<file path="src/rtl/spw_rx_seq_pkg.sv">
// rtl/spw_rx_seq_pkg.sv - shared types and constants for the SpaceWire RX PIO sequencer
package spw_rx_seq_pkg;

  typedef enum logic [3:0] {
    ST_IDLE = 4'b0001,
    ST_POP  = 4'b0010,
    ST_LOAD = 4'b0100,
    ST_HOLD = 4'b1000
  } seq_state_t;

  localparam logic [7:0] SPW_EOP_CODE = 8'h00;
  localparam logic [7:0] SPW_EEP_CODE = 8'h01;
  localparam int         SPW_CTRL_BIT = 8;

  // True for an end-of-packet marker, normal (EOP) or error (EEP).
  function automatic logic is_packet_end(input logic [SPW_CTRL_BIT:0] chr);
    return chr[SPW_CTRL_BIT] &&
           ((chr[7:0] == SPW_EOP_CODE) || (chr[7:0] == SPW_EEP_CODE));
  endfunction

endpackage

</file>
<file path="src/rtl/spw_rx_marker_counter.sv">
// rtl/spw_rx_marker_counter.sv - wrapping count of EOP/EEP markers loaded into the PIO holding register
module spw_rx_marker_counter
  import spw_rx_seq_pkg::*;
#(
  parameter int DATA_W = 9
) (
  input  logic              clk,
  input  logic              reset,
  input  logic              load,
  input  logic [DATA_W-1:0] data,
  output logic [15:0]       cnt
);

  always_ff @(posedge clk or posedge reset) begin
    if (reset) begin
      cnt <= '0;
    end else if (load && is_packet_end(data[SPW_CTRL_BIT:0])) begin
      cnt <= cnt + 16'd1;
    end
  end

endmodule

</file>
<file path="src/rtl/spw_rx_pio_sequencer.sv">
// rtl/spw_rx_pio_sequencer.sv - pops RX FIFO characters into a held PIO word released by an ack toggle
// Optional marker counter and eop_cnt port under `define SPW_RX_EOP_COUNT_EN.
module spw_rx_pio_sequencer
  import spw_rx_seq_pkg::*;
#(
  parameter int DATA_W         = 9,
  parameter int TIMEOUT_W      = 16,
  parameter int TIMEOUT_CYCLES = 50000
) (
  input  logic              clk,
  input  logic              reset,
  input  logic              rx_empty,
  input  logic [DATA_W-1:0] rx_data,
  output logic              rx_rd,
  input  logic              ack_toggle,
  input  logic              irq_en,
  input  logic              clr_err,
  output logic [DATA_W-1:0] data_o,
  output logic              data_valid,
  output logic              irq,
  output logic              ack_err,
  output logic              timeout_o
`ifdef SPW_RX_EOP_COUNT_EN
  ,
  output logic [15:0]       eop_cnt
`endif
);

  localparam logic [TIMEOUT_W-1:0] HOLD_LIMIT = TIMEOUT_W'(TIMEOUT_CYCLES - 1);

  seq_state_t           state;
  seq_state_t           state_next;
  logic                 load_en;
  logic                 ack_q;
  logic                 ack_edge;
  logic                 ack_err_set;
  logic                 timeout_set;
  logic [TIMEOUT_W-1:0] hold_cnt;

  assign ack_edge    = ack_toggle ^ ack_q;
  assign ack_err_set = ack_edge && (state != ST_HOLD);
  // The counter parks at the limit, so a stalled reader keeps re-asserting the flag.
  assign timeout_set = (state == ST_HOLD) && !ack_edge && (hold_cnt == HOLD_LIMIT);

  always_ff @(posedge clk or posedge reset) begin
    if (reset) begin
      state <= ST_IDLE;
    end else begin
      state <= state_next;
    end
  end

  always_comb begin
    state_next = state;
    rx_rd      = 1'b0;
    load_en    = 1'b0;
    case (state)
      ST_IDLE: if (!rx_empty) state_next = ST_POP;
      ST_POP: begin
        rx_rd      = 1'b1;
        state_next = ST_LOAD;
      end
      ST_LOAD: begin
        load_en    = 1'b1;
        state_next = ST_HOLD;
      end
      ST_HOLD: if (ack_edge) state_next = ST_IDLE;
      default: state_next = ST_IDLE;
    endcase
  end

  always_ff @(posedge clk or posedge reset) begin
    if (reset) begin
      data_o     <= '0;
      data_valid <= 1'b0;
      irq        <= 1'b0;
      ack_q      <= 1'b0;
      hold_cnt   <= '0;
      ack_err    <= 1'b0;
      timeout_o  <= 1'b0;
    end else begin
      ack_q <= ack_toggle;
      irq   <= data_valid & irq_en;

      if (load_en) begin
        data_o     <= rx_data;
        data_valid <= 1'b1;
        hold_cnt   <= '0;
      end else if (state == ST_HOLD) begin
        if (ack_edge) begin
          data_valid <= 1'b0;
        end else if (hold_cnt != HOLD_LIMIT) begin
          hold_cnt <= hold_cnt + 1'b1;
        end
      end

      if (ack_err_set) begin
        ack_err <= 1'b1;
      end else if (clr_err) begin
        ack_err <= 1'b0;
      end

      if (timeout_set) begin
        timeout_o <= 1'b1;
      end else if (clr_err) begin
        timeout_o <= 1'b0;
      end
    end
  end

`ifdef SPW_RX_EOP_COUNT_EN
  spw_rx_marker_counter #(
    .DATA_W(DATA_W)
  ) u_marker_counter (
    .clk  (clk),
    .reset(reset),
    .load (load_en),
    .data (rx_data),
    .cnt  (eop_cnt)
  );
`endif

endmodule

</file>
<file path="config.mk">
export PLATFORM = sky130hd
export DESIGN_NAME = spw_rx_pio_sequencer
export DESIGN_NICKNAME = d
export VERILOG_FILES = /design/src/rtl/spw_rx_seq_pkg.sv /design/src/rtl/spw_rx_marker_counter.sv /design/src/rtl/spw_rx_pio_sequencer.sv
export SDC_FILE = /design/constraint.sdc
export NUM_CORES = 1
export LEC_CHECK = 0
export BUFFER_PORTS_ARGS = -buffer_cell sky130_fd_sc_hd__buf_2
export CORE_UTILIZATION = 49
export DETAILED_ROUTE_END_ITERATION = 10
export GPL_TIMING_DRIVEN = 1
export PLACE_DENSITY = 0.86
export SLEW_MARGIN = 30
export SYNTH_ARGS = -nofsm -noshare
export SYNTH_HDL_FRONTEND = slang
export SYNTH_SLANG_ARGS = --single-unit
</file>
<file path="constraint.sdc">
create_clock -name clk -period 1.6 [get_ports clk]
set_input_delay 0.32 -clock clk [delete_from_list [all_inputs] [get_ports clk]]
set_output_delay 0.32 -clock clk [all_outputs]
set_load 0.1 [all_outputs]
</file>
==> flow_summary.yaml <==
place:
  io_buffer_count: 28
  placement.cell_area_mm2: 0.00198
  gpl.final_weighted_congestion: 0.772
  dp_hpwl_um: 2400
floorplan:
  fp-row-count: 20
  die_area_mm2: 0.00355
  die_h_um: 59.6
  die-width_um: 59.6
  floorplan.core_area_mm2: 0.00310
  pin_count: 29
  start_util: 0.524
sta:
  finalMaxSlewViolations: 0
  unrepaired_setup_endpoints_after_global_routing: "true"
  tightest_slew_margin_relative_to_the_limit: 0.676
  max_clock_freq_mhz: 567
  tightestPinTransition_ns: 0.489
  skew_ns: 0.0129
  timing.final.setup_violations: 11
  final.setup.worst_slack_ns: -0.165
  period_minus_slack_ns: 1.76
  post-route-period-util: 1.10
  hold-worst-slack_ns: 0.0274
  hold_violations: 0
clocking:
  cts_tree: "built"
  ctsRootBufferMaster: "sky130_fd_sc_hd__clkbuf_4"
  clock_slew_at_the_register_clock_pins_of_the_worst_setup_and_hold_paths_ns: 0.12
  clock_latency_ns: 0.36
  clock_sink_count: 34
  cts_buffer_depth: 2
  h-tree-depth: 2
  cts_made_buffers: 5
drt:
  drc: 0
  post_detailed_routing_wire_length_um: 4230
  wire_per_inst_um: 15.5
  pre_antenna_drt_iters: 4
  avgViaCountPerCell: 5.55
  antenna_violating_nets_post_route: 0
  total_via_count_after_detailed_routing: 1516
  dr.first_iter.drc_count: 116
setup_path:
  worstRegToRegCells: 6
  crit_arrival_ns: 2.06
  worst-r2r-setup-slack_ns: -0.16
  cp-start-kind: "register"
  critical-path-top-cell-by-count: "sky130_fd_sc_hd__buf_6"
  setup.worst_path.end_class: "register"
  cp_slowest_stage_delay_ns: 0.52
  timing.critical_path.cells: "buf_6 > nor4b_4 > buf_6 > nand3_4 > or4_4 > a21oi_2"
  worstPathRequired_ns: 1.90
  critical-path-slowest-cell: "sky130_fd_sc_hd__or4_4"
  cp-startpoint: "state[0]"
  critical_path.max_fanout: 5
  critical_path.reg2reg.endpoint: "hold_cnt[11]"
  reg2reg_from: "state[0]"
  cp-endpoint: "hold_cnt[11]"
  type_of_the_setup_path_with_the_least_slack: "register to register"
pwr:
  pwr_density_cell_mw_per_mm2: 1840
  total_power_mw: 4.28
  vdd_drop_max_v: 0.00226
  static_leakage_nw: 1.10
synth:
  synthTopCellsByCount: "sky130_fd_sc_hd__nand2_1, sky130_fd_sc_hd__dfrtp_1, sky130_fd_sc_hd__a21oi_1"
  yosys.cell_count.top_type: "sky130_fd_sc_hd__nand2_1"
  ys.warnings.count: 0
  async_reset_ff_frac: 1.00
  synth_area_leaders: "sky130_fd_sc_hd__dfrtp_1, sky130_fd_sc_hd__nand2_1, sky130_fd_sc_hd__mux2i_1"
  syn-cell-area_mm2: 0.00163
  synth_seq_area_share: 0.524
  yosys.cell_types.count: 37
  biggest_area_consumer_among_synthesized_cells: "sky130_fd_sc_hd__dfrtp_1"
  ys_seq_elements: 34
  number_of_enable_flip_flop_cells_after_synthesis: 0
  postSynthNetCount: 179
  synth_area_per_cell_um2: 9.98
  postSynthCellCount: 163
  dominantRegCellSynth: "sky130_fd_sc_hd__dfrtp_1"
  post-synth-top-area-fraction: 0.508
job:
  max-cap-violations: 0
finish:
  finalNetCount: 244
  n_fill_cell: 218
  final_layout_size_suffix_gt1_frac: 0.415
  antenna_cells: 0
  areaGrowthSynthToFinish_pct: 43.2
  final_core_utilization: 0.750
  final_cell_area_mm2: 0.00233
worst_hold_path:
  min-delay-path-class: "input pin to async pin"
outcome:
  violations: "negative setup slack"
  outcome: "complete, but fails checks"
grt:
  global_route_wire_length_before_repair_um: 6350
  global_route.overflow_total: 0
  grt_util_all_layers: 0.247
  first_global_vias: 1506
  grt_max_degree: 35
  grt_antenna_before_repair: 0
## metal layers
| layer | vias to the layer above | track usage | routed length (um) |
|---|---|---|---|
| met5 | - | 0 | 0 |
| li1 | 710 | - | - |
| met2 | 62 | 0.414 | 2060 |
| met4 | 0 | 0.103 | 93 |
| met1 | 732 | 0.292 | 1860 |
| met3 | 12 | 0.0808 | 222 |
## worst max-delay path: cells and delay by family, from the launching register on
family | cells | cell delay [ns]
AOI/OAI and AO/OA | 1 | 0.15
buffers and inverters | 2 | 0.28
DFF | 1 | 0.39
and+or+nand+nor | 3 | 0.89
## power by group
part	leakage (nW)	total, mW	switching (mW)	internal [mW]
clock network	0.0554	0.811	0.322	0.489
logic	0.619	2.17	1.60	0.570
registers	0.430	1.29	0.167	1.12
total	1.10	4.28	2.09	2.18
## area by class of cell
| cell class | instances | area [um2] | share of cell area |
|---|---|---|---|
| multi-input combinational | 119 | 856 | 0.368 |
| sequential | 34 | 852 | 0.366 |
| timing repair buffer | 63 | 440 | 0.189 |
| clock inverter | 3 | 68.8 | 0.0296 |
| tap | 44 | 55.1 | 0.0236 |
| clock buffer | 5 | 37.5 | 0.0161 |
| inverter | 5 | 18.8 | 0.00806 |
## through the flow
stage / setup WS, ns / std cells / TNS [ns]
final: -0.165 / 273 / -0.956
after global routing: -0.203 / 273 / -1.46
after CTS: -0.140 / 269 / -0.991
after detailed placement: -0.0374 / 252 / -0.0779
after global placement: -0.00249 / 252 / -0.00249
after floorplan: -0.304 / 163 / -0.415
## placed cells by master, fill, tap and decap left out, types with 6 or more instances in the layout
cell | Yosys | final
sky130_fd_sc_hd__buf_6 | 2 | 6
sky130_fd_sc_hd__dfrtp_1 | 33 | 33
sky130_fd_sc_hd__nand3_1 | 8 | 7
sky130_fd_sc_hd__nand2_1 | 41 | 39
sky130_fd_sc_hd__buf_2 | 1 | 27
sky130_fd_sc_hd__buf_4 | 0 | 29
sky130_fd_sc_hd__mux2i_1 | 6 | 6
## what timing repair did
| item | 4_1_cts | 5_1_grt |
|---|---|---|
| hold buffers | 0 | 0 |
| setup endpoints to repair | 12 | 29 |
| gates resized for setup | 12 | 19 |
| setup buffers | 8 | 4 |
| pin swaps | 10 | 8 |
| cloned | 1 | 0 |
## worst min path at each step
stage	endpoint	slack, ns	depth (start not counted)
2_1_floorplan	ack_q	0.35	0
5_1_grt	data_o[5]	0.08	3
6_report	hold_cnt[9]	0.03	3
4_1_cts	data_o[5]	0.05	3
3_5_place_dp	data_o[0]	0.43	3
3_3_place_gp	data_o[0]	0.43	3
## cells by family after synthesis
kind of cell	synth area share
simple gates	0.285
flops	0.524
mux	0.0369
xor+xnor	0.0208
buf+inv	0.0361
compound gates	0.0892
fa+ha+maj	0.00769
## registers in the layout, summed over array words and instances, names as in the netlist
signal and cells:
data_valid 1, ack_q 1, hold_cnt 16, state 4
ack_err 1, data_o 9, timeout_o 1, irq 1
No activity file was read; power rests on OpenSTA's default activity.
